**config.mk**
```make
export PLATFORM = sky130hd
export DESIGN_NAME = frv_rng_arb
export DESIGN_NICKNAME = d
export VERILOG_FILES = /design/src/rtl/frv_rng_arb_pkg.sv /design/src/rtl/frv_rng_arb_rr.sv /design/src/rtl/frv_rng_arb.sv
export SDC_FILE = /design/constraint.sdc
export NUM_CORES = 1
export LEC_CHECK = 0
export CAP_MARGIN = 20
export CORE_MARGIN = 4
export CORE_UTILIZATION = 32
export DETAILED_ROUTE_END_ITERATION = 8
export HOLD_SLACK_MARGIN = 0.06
export PLACE_DENSITY = 0.81
export REMOVE_ABC_BUFFERS = 1
export SLEW_MARGIN = 20
export SYNTH_ARGS = -nofsm -noshare
export SYNTH_HDL_FRONTEND = slang
export SYNTH_HIERARCHICAL = 1
export SYNTH_SLANG_ARGS = --single-unit
```
**constraint.sdc**
```tcl
create_clock -name g_clk -period 1.72 [get_ports g_clk]
set_input_delay 0.344 -clock g_clk [delete_from_list [all_inputs] [get_ports g_clk]]
set_output_delay 0.344 -clock g_clk [all_outputs]
set_load 0.05 [all_outputs]
```
**src/rtl/frv_rng_arb_pkg.sv**
```systemverilog
`default_nettype none
// ============================================================================
// Module      : frv_rng_arb_pkg
// Description : Shared types, status codes and round-robin helper for the
//               two-requester RNG arbiter.
// Revision    : 1.0 - initial release
// ============================================================================
package frv_rng_arb_pkg;

    typedef enum logic [1:0] {
        ST_IDLE  = 2'd0,
        ST_REQ   = 2'd1,
        ST_RSP   = 2'd2,
        ST_DRAIN = 2'd3
    } arb_state_e;

    // Reserved status code; kept apart from the codes the RNG itself returns.
    localparam logic [2:0] RNG_IF_TIMEOUT = 3'b111;

    function automatic logic [1:0] rr_pick(input logic [1:0] valid, input logic last_grant);
        logic [1:0] pick;
        if (valid == 2'b11) begin
            pick = last_grant ? 2'b01 : 2'b10;
        end else begin
            pick = valid;
        end
        return pick;
    endfunction

endpackage
`default_nettype wire

```
**src/rtl/frv_rng_arb_rr.sv**
```systemverilog
`default_nettype none
// ============================================================================
// Module      : frv_rng_arb_rr
// Description : Combinational 2-way round-robin picker, one-hot grant out.
// Revision    : 1.0 - initial release
// ============================================================================
module frv_rng_arb_rr
    import frv_rng_arb_pkg::*;
(
    input  logic [1:0] valid_i,
    input  logic       last_grant_i,
    output logic [1:0] grant_o
);

    assign grant_o = rr_pick(valid_i, last_grant_i);

endmodule
`default_nettype wire

```
**src/rtl/frv_rng_arb.sv**
```systemverilog
`default_nettype none
// ============================================================================
// Module      : frv_rng_arb
// Description : Arbitrates the CPU pipeline (r0) and crypto coprocessor (r1)
//               onto one external RNG, one transaction outstanding at a time.
//               Define FRV_RNG_ARB_TIMEOUT_EN to enable the response timeout.
// Revision    : 1.0 - initial release
// ============================================================================
module frv_rng_arb
    import frv_rng_arb_pkg::*;
#(
    parameter int unsigned TIMEOUT = 255
) (
    input  logic        g_clk,
    input  logic        g_reset,
    input  logic        r0_req_valid,
    input  logic [2:0]  r0_req_op,
    input  logic [31:0] r0_req_data,
    output logic        r0_req_ready,
    output logic        r0_rsp_valid,
    output logic [2:0]  r0_rsp_status,
    output logic [31:0] r0_rsp_data,
    input  logic        r0_rsp_ready,
    input  logic        r0_flush,
    input  logic        r1_req_valid,
    input  logic [2:0]  r1_req_op,
    input  logic [31:0] r1_req_data,
    output logic        r1_req_ready,
    output logic        r1_rsp_valid,
    output logic [2:0]  r1_rsp_status,
    output logic [31:0] r1_rsp_data,
    input  logic        r1_rsp_ready,
    output logic        rng_req_valid,
    output logic [2:0]  rng_req_op,
    output logic [31:0] rng_req_data,
    input  logic        rng_req_ready,
    input  logic        rng_rsp_valid,
    input  logic [2:0]  rng_rsp_status,
    input  logic [31:0] rng_rsp_data,
    output logic        rng_rsp_ready
);

    arb_state_e  state_q;
    logic [1:0]  grant_q;
    logic        last_q;
    logic        req_valid_q;
    logic [2:0]  req_op_q;
    logic [31:0] req_data_q;

    logic [1:0]  w_pick;
    logic        w_idle_ok;
    logic        w_flush_req;
    logic        w_flush_rsp;
    logic        w_gnt_rdy;
    logic        w_timed_out;
    logic        w_rsp_valid;
    logic [2:0]  w_rsp_status;
    logic [31:0] w_rsp_data;
    logic        w_rsp_done;

    if ((TIMEOUT < 1) || (TIMEOUT > 1023)) begin : g_timeout_chk
        $error("frv_rng_arb: TIMEOUT must be in 1..1023");
    end

    frv_rng_arb_rr u_rr (
        .valid_i      ({r1_req_valid, r0_req_valid}),
        .last_grant_i (last_q),
        .grant_o      (w_pick)
    );

    assign w_idle_ok    = (state_q == ST_IDLE) && !g_reset;
    assign r0_req_ready = w_idle_ok && w_pick[0];
    assign r1_req_ready = w_idle_ok && w_pick[1];

    assign rng_req_valid = req_valid_q;
    assign rng_req_op    = req_op_q;
    assign rng_req_data  = req_data_q;

    assign w_flush_req = (state_q == ST_REQ) && grant_q[0] && r0_flush;
    assign w_flush_rsp = (state_q == ST_RSP) && grant_q[0] && r0_flush;
    assign w_gnt_rdy   = grant_q[0] ? r0_rsp_ready : r1_rsp_ready;

`ifdef FRV_RNG_ARB_TIMEOUT_EN
    localparam logic [9:0] TO_LIMIT = 10'(TIMEOUT - 1);
    logic [9:0] to_cnt_q;

    // Counts from zero on the first RSP/DRAIN cycle, saturating at the limit.
    always_ff @(posedge g_clk) begin
        if (g_reset || (state_q == ST_IDLE) || (state_q == ST_REQ) || w_flush_rsp) begin
            to_cnt_q <= '0;
        end else if (!w_timed_out) begin
            to_cnt_q <= to_cnt_q + 10'd1;
        end
    end

    assign w_timed_out = ((state_q == ST_RSP) || (state_q == ST_DRAIN)) && (to_cnt_q == TO_LIMIT);
`else
    assign w_timed_out = 1'b0;
`endif

    // A flush in RSP still accepts the RNG response that cycle so DRAIN never waits for a second one.
    always_comb begin
        rng_rsp_ready = 1'b0;
        w_rsp_valid   = 1'b0;
        w_rsp_status  = '0;
        w_rsp_data    = '0;
        case (state_q)
            ST_RSP: begin
                if (w_flush_rsp) begin
                    rng_rsp_ready = 1'b1;
                end else if (w_timed_out) begin
                    w_rsp_valid  = 1'b1;
                    w_rsp_status = RNG_IF_TIMEOUT;
                end else begin
                    rng_rsp_ready = w_gnt_rdy;
                    w_rsp_valid   = rng_rsp_valid;
                    w_rsp_status  = rng_rsp_status;
                    w_rsp_data    = rng_rsp_data;
                end
            end
            ST_DRAIN: rng_rsp_ready = 1'b1;
            default:  rng_rsp_ready = 1'b0;
        endcase
        w_rsp_done = w_rsp_valid ? w_gnt_rdy : (rng_rsp_ready && rng_rsp_valid);
    end

    assign r0_rsp_valid  = w_rsp_valid && grant_q[0];
    assign r0_rsp_status = grant_q[0] ? w_rsp_status : '0;
    assign r0_rsp_data   = grant_q[0] ? w_rsp_data   : '0;
    assign r1_rsp_valid  = w_rsp_valid && grant_q[1];
    assign r1_rsp_status = grant_q[1] ? w_rsp_status : '0;
    assign r1_rsp_data   = grant_q[1] ? w_rsp_data   : '0;

    always_ff @(posedge g_clk) begin
        if (g_reset) begin
            state_q     <= ST_IDLE;
            grant_q     <= '0;
            last_q      <= 1'b1;
            req_valid_q <= 1'b0;
            req_op_q    <= '0;
            req_data_q  <= '0;
        end else begin
            case (state_q)
                ST_IDLE: begin
                    if (|w_pick) begin
                        state_q     <= ST_REQ;
                        grant_q     <= w_pick;
                        req_valid_q <= 1'b1;
                        req_op_q    <= w_pick[0] ? r0_req_op   : r1_req_op;
                        req_data_q  <= w_pick[0] ? r0_req_data : r1_req_data;
                    end
                end
                ST_REQ: begin
                    if (w_flush_req || rng_req_ready) begin
                        req_valid_q <= 1'b0;
                        req_op_q    <= '0;
                        req_data_q  <= '0;
                        if (!rng_req_ready) begin
                            state_q <= ST_IDLE;
                            grant_q <= '0;
                            last_q  <= grant_q[1];
                        end else if (w_flush_req) begin
                            state_q <= ST_DRAIN;
                        end else begin
                            state_q <= ST_RSP;
                        end
                    end
                end
                ST_RSP: begin
                    if (w_rsp_done) begin
                        state_q <= ST_IDLE;
                        grant_q <= '0;
                        last_q  <= grant_q[1];
                    end else if (w_flush_rsp) begin
                        state_q <= ST_DRAIN;
                    end
                end
                ST_DRAIN: begin
                    if (rng_rsp_valid || w_timed_out) begin
                        state_q <= ST_IDLE;
                        grant_q <= '0;
                        last_q  <= grant_q[1];
                    end
                end
                default: state_q <= ST_IDLE;
            endcase
        end
    end

endmodule
`default_nettype wire

```
After elaboration in Yosys (flattened, before gate mapping). Index checks and enable logic that the tools add are counted.

Flip-flop bits (word level): 41. Output and inout port bits: 111. Bits of input ports: 114. Word-level logic and storage cells: 81.

Mux-type cells: 45. Equal/unequal tests: 10. Reductions and logical operators: 20.

Operators by type and width (count): $mux W32 (7); $pmux W32 S2 (1); $mux W2 (12); $mux W3 (7); $pmux W2 S4 (2); $mux W1 (12); $logic_and A1 B1 Y1 (10); $reduce_and A5 Y1 (2); $eq A2 B2 Y1 const B (3); $ne A2 B2 Y1 const B (3); $pmux W3 S2 (1); $ne A2 B1 Y1 const B (2); $pmux W1 S2 (2); $reduce_and A4 Y1 (1); $ne A3 B3 Y1 const B (1); $pmux W1 S3 (1); $reduce_and A3 Y1 (1); $reduce_bool A3 Y1 (1); $eq A2 B1 Y1 const B (1); $logic_not A2 Y1 (1); $reduce_bool A2 Y1 (1); $reduce_or A2 Y1 (1); $logic_not A1 Y1 (1); $logic_or A1 B1 Y1 (1).

Depth between registers and ports, before layout. Gate-level depths: netlist of run 1.

Depth after elaboration: 9. Mapped depth: 8. Gate-level depth less buffers: 6.

Hierarchy. The synthesis of run 1 kept the hierarchy.

Modules (own cells, without submodules): frv_rng_arb (cells each 292, times used 1, area each 2623.8 µm²); frv_rng_arb_rr (cells each 3, times used 1, area each 18.8 µm²).

Worst setup path after synthesis of run 1. OpenSTA, ideal clock, no wires.

Path kind: flip-flop to output port. From: register state_q[0]. To: output port r0_rsp_valid. Slack: -0.402 ns. Data required time: 1.376 ns. Stages on the path, launching flop included: 4. Path buffers: 0. Data arrival time: 1.778 ns. Path through: dfxtp_1 > and2b_1 > nand2_1 > nor3b_1.

Word-level cells in the longest chain between the ends: 6.

Ends and longest elaborated chain: start: declaration (line frv_rng_arb.sv:43) `arb_state_e state_q;`; start signal: assignment (line frv_rng_arb.sv:136) `state_q <= ST_IDLE;`; start signal: assignment (line frv_rng_arb.sv:146) `state_q <= ST_REQ;`; start signal: assignment (line frv_rng_arb.sv:159) `state_q <= ST_IDLE;`; $eq A2 B2 Y1 * (line frv_rng_arb.sv:80, frv_rng_arb.sv:107); $logic_and A1 B1 Y1 (2 in series) (line frv_rng_arb.sv:80) `assign w_flush_rsp = (state_q == ST_RSP) && grant_q[0] && r0_flush;`; $mux W1 (line frv_rng_arb.sv:109) `if (w_flush_rsp) begin`; $mux W1 * (line frv_rng_arb.sv:107) `case (state_q)`; $logic_and A1 B1 Y1 * (line frv_rng_arb.sv:127) `assign r0_rsp_valid = w_rsp_valid && grant_q[0];`; end: declaration (line frv_rng_arb.sv:20) `output logic r0_rsp_valid,`.

Every way passes the cells marked *; elsewhere a longest branch is shown, timed or not.

Final worst setup path of run 1.
From: register state_q[0]. To: output port r0_rsp_data[28].

Word-level cells in the longest chain between the ends: 6.

Ends and longest elaborated chain: $eq A2 B2 Y1 * (line frv_rng_arb.sv:80, frv_rng_arb.sv:107); $logic_and A1 B1 Y1 (2 in series) (line frv_rng_arb.sv:80); $mux W32 (line frv_rng_arb.sv:109); $mux W32 * (line frv_rng_arb.sv:107); $mux W32 * (line frv_rng_arb.sv:129) `assign r0_rsp_data = grant_q[0] ? w_rsp_data : '0;`; end: declaration (line frv_rng_arb.sv:22) `output logic [31:0] r0_rsp_data,`.

Marked as above.

==> impl_metrics.json, run 1 <==
{
  "status": "complete, but fails checks",
  "violations": "setup timing",
  "start_kind": "register",
  "core_area_um2": 7890,
  "ant_nets": 0,
  "yosys_warnings": 6,
  "synth_top_area_share_pct": 31.1,
  "grt_pass1_wl_um": 16700,
  "synth_top_cell_by_area": "dfxtp_1",
  "yosysMostFrequentCell": "and2_1",
  "crit_path_end_kind": "primary output",
  "fin_util_pct": 78.5,
  "rows": 32,
  "clkLatencyLatePin_ns": 0.28,
  "fill_cells": 457,
  "fin_skew_ns": 0.00510,
  "min_path_type": "register to register",
  "vdd.ir_drop.worst_v": 0.000686,
  "holdWs_ns": 0.517,
  "cts_sinks": 41,
  "die_h_um": 98.9,
  "holdBufCountCts": 0,
  "min_path_cells": 2,
  "power_mw": 5.52,
  "synth_area_per_cell_um2": 8.96,
  "fin_ws_ns": -0.208,
  "finalCritPeriodShare_pct": 112,
  "tritoncts": "done",
  "p_leak_nw": 2.56,
  "worst_pin_slew_ns": 0.416,
  "io_pins": 225,
  "synth_ff_type": "dfxtp_1",
  "drive_above_1_share_pct": 50.6,
  "reg2reg_slack_ns": 0.13,
  "numPortBuffers": 224,
  "die_x_um": 98.9,
  "multi_input_area_um2": 1830,
  "critical_path_class": "register to primary output",
  "hp-start": "rng_req_valid",
  "rsz0062_at_grt": "yes",
  "drt_pre_antenna_iters": 6,
  "cts_buffers": 5,
  "r2r-start": "last_q",
  "r2r-end": "rng_req_data[21]",
  "die_area_um2": 9780,
  "slew_headroom_pct": 72.3,
  "avgViaCountPerCell": 4.96,
  "syn_inst": 295,
  "ys_ff_latch": 41,
  "start_util_pct": 33.5,
  "setup_violations": 71,
  "diodes": 0,
  "synth_commonest_cells": "73 x and2_1, 45 x nor2_1, 41 x dfxtp_1, 35 x mux2_2, 20 x a22oi_2",
  "seq_area_frac_synth_pct": 31.1,
  "grt_usage_pct": 21.1,
  "clkSlewWorstSetupHoldPaths_ns": 0.07,
  "drc": 0,
  "synth_edf_count": 0,
  "instances_no_fill": 636,
  "p_per_area_nw_per_um2": 892,
  "synth-async-reset-ratio_pct": 0,
  "drt-total-wl_um": 11500,
  "regArea_um2": 825,
  "grt_pass1_vias": 3203,
  "cp_data_arrival_time_ns": 1.58,
  "gp_congestion": 0.880,
  "yosys-top-cells-area": "dfxtp_1 31%, and2_1 17%, mux2_2 15%",
  "synth.distinct_cells": 37,
  "htreeDepth": 2,
  "layout_min_cycle_time_ns": 1.93,
  "area_growth_pct": 134,
  "overflow": 0,
  "whs_endpoint": "rng_req_valid",
  "finalHoldViolations": 0,
  "worstPathRequired_ns": 1.38,
  "worstRegToRegCells": 7,
  "crit_path_max_fanout": 35,
  "drv_slew": 0,
  "grt_max_degree": 43,
  "synth_area_um2": 2640,
  "drtIter0Drc": 95,
  "wire_per_inst_um": 18.0,
  "place_ws_ns": -0.465,
  "clockBufferDepth": 2,
  "root_buffer": "clkbuf_8",
  "drv_cap": 0,
  "grt_antenna_before_repair": 0,
  "numPlacedInstances": 620,
  "num_vias": 3154,
  "nNetsFinal": 647,
  "max_freq_mhz": 519,
  "hpwl_um": 8820
}
## area by class of cell
type | count | area share (%)
Tap cell | 102 | 2.06
Timing Repair Buffer | 257 | 53.0
Inverter | 3 | 0.182
Clock inverter | 1 | 0.485
Sequential cell | 41 | 13.3
Clock buffer | 7 | 1.40
Multi-Input combinational cell | 225 | 29.6
## timing repair
item | in CTS | in global routing
pin swaps | 6 | 20
setup buffers | 2 | 3
setup endpoints to repair | 111 | 107
gates resized for setup | 56 | 20
gates cloned | 1 | 3
## placed cells by master, fill, tap and decap left out, drive strengths merged
master / count
a22oi: 35
and3b: 1
clkdlybuf4s15: 1
buf: 142
and2b: 1
nor4: 1
o21bai: 1
mux2: 35
inv: 3
nand2: 4
mux2i: 1
clkdlybuf4s50: 109
a21boi: 3
o41ai: 1
a311o: 1
nor2b: 1
nor3b: 2
o21a: 2
a21oi: 5
dfxtp: 41
nor2: 45
or2b: 1
and2: 73
nor3: 3
and3: 1
dlymetal6s2s: 1
dlygate4sd2: 2
o21ai: 3
nand3: 1
a211o: 1
a311oi: 3
bufinv: 1
clkbuf: 9
## critical path, stage by stage, from the launching register on
cell     delay, ns
dfxtp_2       0.32
and2b_2       0.22
and3b_2       0.21
buf_12        0.17
and2_1        0.22
buf_12        0.16
## kinds of logic (layout without fill, tap and decap cells)
group | Yosys count | count (layout) | share of synthesized area (%)
flip-flops | 41 | 41 | 31.1
AO/OA/AOI/OAI | 55 | 55 | 19.6
buffers and inverters | 29 | 268 | 6.49
multiplexers | 36 | 36 | 15.3
AND/OR/NAND/NOR | 134 | 134 | 27.6
## per-stage QoR
step | cell area (um2) | setup TNS [ns]
after global routing | 6190 | -17.04
after detailed placement | 5760 | -36.89
after global placement | 5760 | -32.86
after floorplan | 2480 | -105.43
final | 6190 | -12.02
after CTS | 6050 | -10.60
## power breakdown
| part | internal (mW) | switching (mW) | total (mW) | leakage (nW) |
|---|---|---|---|---|
| clock | 0.473 | 0.312 | 0.786 | 0.0585 |
| sequential | 1.19 | 0.146 | 1.33 | 0.337 |
| combinational | 1.44 | 1.96 | 3.40 | 2.16 |
| total | 3.10 | 2.42 | 5.52 | 2.56 |
## how the worst max path moves through the flow
stage | startpoint | to | depth (start not counted)
finish | state_q[0] | r0_rsp_data[28] | 5
global route | state_q[0] | r0_rsp_data[28] | 5
CTS | state_q[0] | r0_rsp_data[21] | 5
detailed placement | r1_req_valid | rng_req_data[21] | 7
global placement | r1_req_valid | rng_req_data[16] | 7
floorplan | r0_req_valid | rng_req_data[13] | 5
## metal layers
layer	GRT usage (%)	vias up	wire length, um
met5	0	-	0
met1	23.0	1481	3940
li1	-	1493	-
met3	3.96	24	855
met4	5.15	0	298
met2	41.3	156	6380
## sequential cells by signal (all words and copies together), names as in the netlist
signal,count
rng_req_data,32
rng_req_op,3
grant_q,2
state_q,2
last_q,1
rng_req_valid,1
(Power assumes the default switching activity.)
==> run 2: changes to the inputs <==
--- a/config.mk
+++ b/config.mk
@@ -8,11 +8,12 @@
 export CAP_MARGIN = 20
 export CORE_MARGIN = 4
 export CORE_UTILIZATION = 32
+export CTS_BUF_LIST = sky130_fd_sc_hd__clkbuf_8 sky130_fd_sc_hd__clkbuf_16
 export DETAILED_ROUTE_END_ITERATION = 8
 export HOLD_SLACK_MARGIN = 0.06
 export PLACE_DENSITY = 0.81
 export REMOVE_ABC_BUFFERS = 1
-export SLEW_MARGIN = 20
+export SLEW_MARGIN = 30
 export SYNTH_ARGS = -nofsm -noshare
 export SYNTH_HDL_FRONTEND = slang
 export SYNTH_HIERARCHICAL = 1
==> run 2 against run 1 <==
Net effect:
- the run still ends with setup timing left
- sequential power about the same
- clock skew about the same
- first-iteration DRC count decreased by 1.1%
- global-route usage unchanged
- final cell count unchanged
- clock power decreased by 0.8%
- sequential share of layout area unchanged
- worst hold slack about the same
- combinational power about the same
- routed wire length unchanged
- critical endpoint unchanged
==> impl_metrics.json, run 2 (synthesis results as in run 1) <==
{
  "layout_min_cycle_time_ns": 1.93,
  "worstPathRequired_ns": 1.38,
  "holdBufCountCts": 0,
  "path_cells": "and2b_2, and3b_2, buf_12, and2_1, buf_12",
  "regArea_um2": 825,
  "setup_violations": 71,
  "io_pins": 225,
  "power_frac_comb_pct": 61.7,
  "finalCritPeriodShare_pct": 112,
  "core_area_um2": 7890,
  "vdd.ir_drop.worst_v": 0.000686,
  "clkLatencyLatePin_ns": 0.28,
  "numPortBuffers": 224,
  "max_freq_mhz": 519,
  "cts_buffers": 5,
  "most-common-layout-cells": "109 x clkdlybuf4s50_1, 79 x buf_12, 56 x buf_4",
  "worst_pin_slew_ns": 0.416,
  "rsz0062_at_grt": "yes",
  "drt-total-wl_um": 11500,
  "fin_skew_ns": 0.00518,
  "placed_area_um2": 5760,
  "root_buffer": "clkbuf_8",
  "crit_path_end_kind": "primary output",
  "layout.cells.most_common": "clkdlybuf4s50_1",
  "crit_path_top_delay_cell": "dfxtp_2",
  "nNetsFinal": 647,
  "drv_slew": 0,
  "power_frac_seq_pct": 24.2,
  "drt_pre_antenna_iters": 6,
  "status": "complete, but fails checks",
  "fill_cells": 457,
  "cpMostUsedCell": "buf_12",
  "hpwl_um": 8820,
  "grt_pass1_wl_um": 16700,
  "crit_path_max_fanout": 35,
  "p_int_mw": 3.10,
  "numPlacedInstances": 620,
  "grt_pass1_vias": 3203,
  "crit_family": "simple AND/OR/NAND/NOR gates",
  "violations": "setup timing",
  "diodes": 0,
  "drtIter0Drc": 94,
  "clockBufferDepth": 2,
  "grt_antenna_before_repair": 0,
  "drv_cap": 0,
  "cp_data_arrival_time_ns": 1.58,
  "largest_reg_flops": 32,
  "switching_share_pct": 43.8,
  "htreeDepth": 2,
  "avgViaCountPerCell": 4.96,
  "grt_usage_pct": 21.1,
  "num_vias": 3157,
  "grt_max_degree": 43,
  "critPathMaxStageDelay_ns": 0.32,
  "clkSlewWorstSetupHoldPaths_ns": 0.07,
  "start_util_pct": 33.5,
  "drive_above_1_share_pct": 50.6,
  "clockPowerShare_pct": 14.1,
  "switchingPower_mw": 2.42,
  "die_h_um": 98.9,
  "p_leak_nw": 2.56,
  "p_per_area_nw_per_um2": 892,
  "start_kind": "register",
  "wire_per_inst_um": 18.0,
  "cts_sinks": 41,
  "fin_util_pct": 78.5,
  "slew_headroom_pct": 72.3,
  "area_growth_pct": 134,
  "setup-tns-final_ns": -12.02,
  "instances_no_fill": 636,
  "overflow": 0,
  "rows": 32,
  "fin_ws_ns": -0.208,
  "min_path_type": "register to register",
  "finalHoldViolations": 0,
  "gp_congestion": 0.880,
  "ant_nets": 0,
  "die_x_um": 98.9,
  "critical_path_class": "register to primary output",
  "final_area_um2": 6190,
  "crit_buf_inv": 2,
  "die_area_um2": 9780,
  "multi_input_area_um2": 1830,
  "drc": 0,
  "tritoncts": "done"
}
[run 2: cell types whose count changed in the layout (fill, tap and decap cells not counted)]
cell and delta:
clkbuf_1 -1, inv_1 +1
[run 2: stage by stage]
step / setup WS, ns / hold slack [ns] / power (mW)
5_1_grt: -0.276 / 0.553 / 5.82
6_report: -0.208 / 0.517 / 5.52
4_1_cts: -0.177 / 0.517 / 5.47
3_5_place_dp: -0.465 / 0.498 / 4.61
2_1_floorplan: -2.03 / 0.416 / 3.26
3_3_place_gp: -0.380 / 0.472 / 4.52
[run 2: layer usage]
metal  part of all wire, %  up-vias  GRT usage (%)
met2                    56      152           41.3
met1                    34     1487           23.0
li1                      -     1494              -
met3                   7.3       24           3.96
met4                   2.6        0           5.15
met5                     0        -              0
[run 2: area by class of cell]
class | instances | share of cell area (%)
inverter | 3 | 0.182
timing repair buffer | 257 | 53.0
sequential | 41 | 13.3
multi-input combinational | 225 | 29.6
clock buffer | 6 | 1.33
clock inverter | 2 | 0.546
tap | 102 | 2.06
[run 2: path summary, 6_finish.rpt]
check	from	end	slack [ns]	cells past startpoint
max	state_q[0]	r0_rsp_data[28]	-0.21	5
min	rng_req_valid	rng_req_valid	0.52	2
max reg2reg	last_q	rng_req_data[21]	0.13	7
min reg2reg	rng_req_valid	rng_req_valid	0.52	2
[run 2: worst reg2reg max path: stages (launching register included)]
cell	delay [ns]
dfxtp_2	0.33
inv_1	0.06
a21boi_4	0.22
nor3_1	0.10
a211o_1	0.31
buf_12	0.19
a22oi_1	0.21
nor2_1	0.06
[run 2: what timing repair did]
item | 4_1_cts | 5_1_grt
hold endpoints to repair | 0 | 0
endpoints found under the setup margin | 111 | 107
gates cloned | 1 | 3
buffers inserted | 2 | 3
pin swaps | 6 | 20
gates resized for setup | 56 | 20
[run 2: power by group through the flow]
stage	Combinational (mW)	Clock, mW	Sequential [mW]
2_1_floorplan	1.19	0	2.07
3_3_place_gp	3.18	0	1.34
3_5_place_dp	3.26	0	1.35
4_1_cts	3.33	0.797	1.33
5_1_grt	3.61	0.841	1.36
6_report	3.40	0.780	1.33
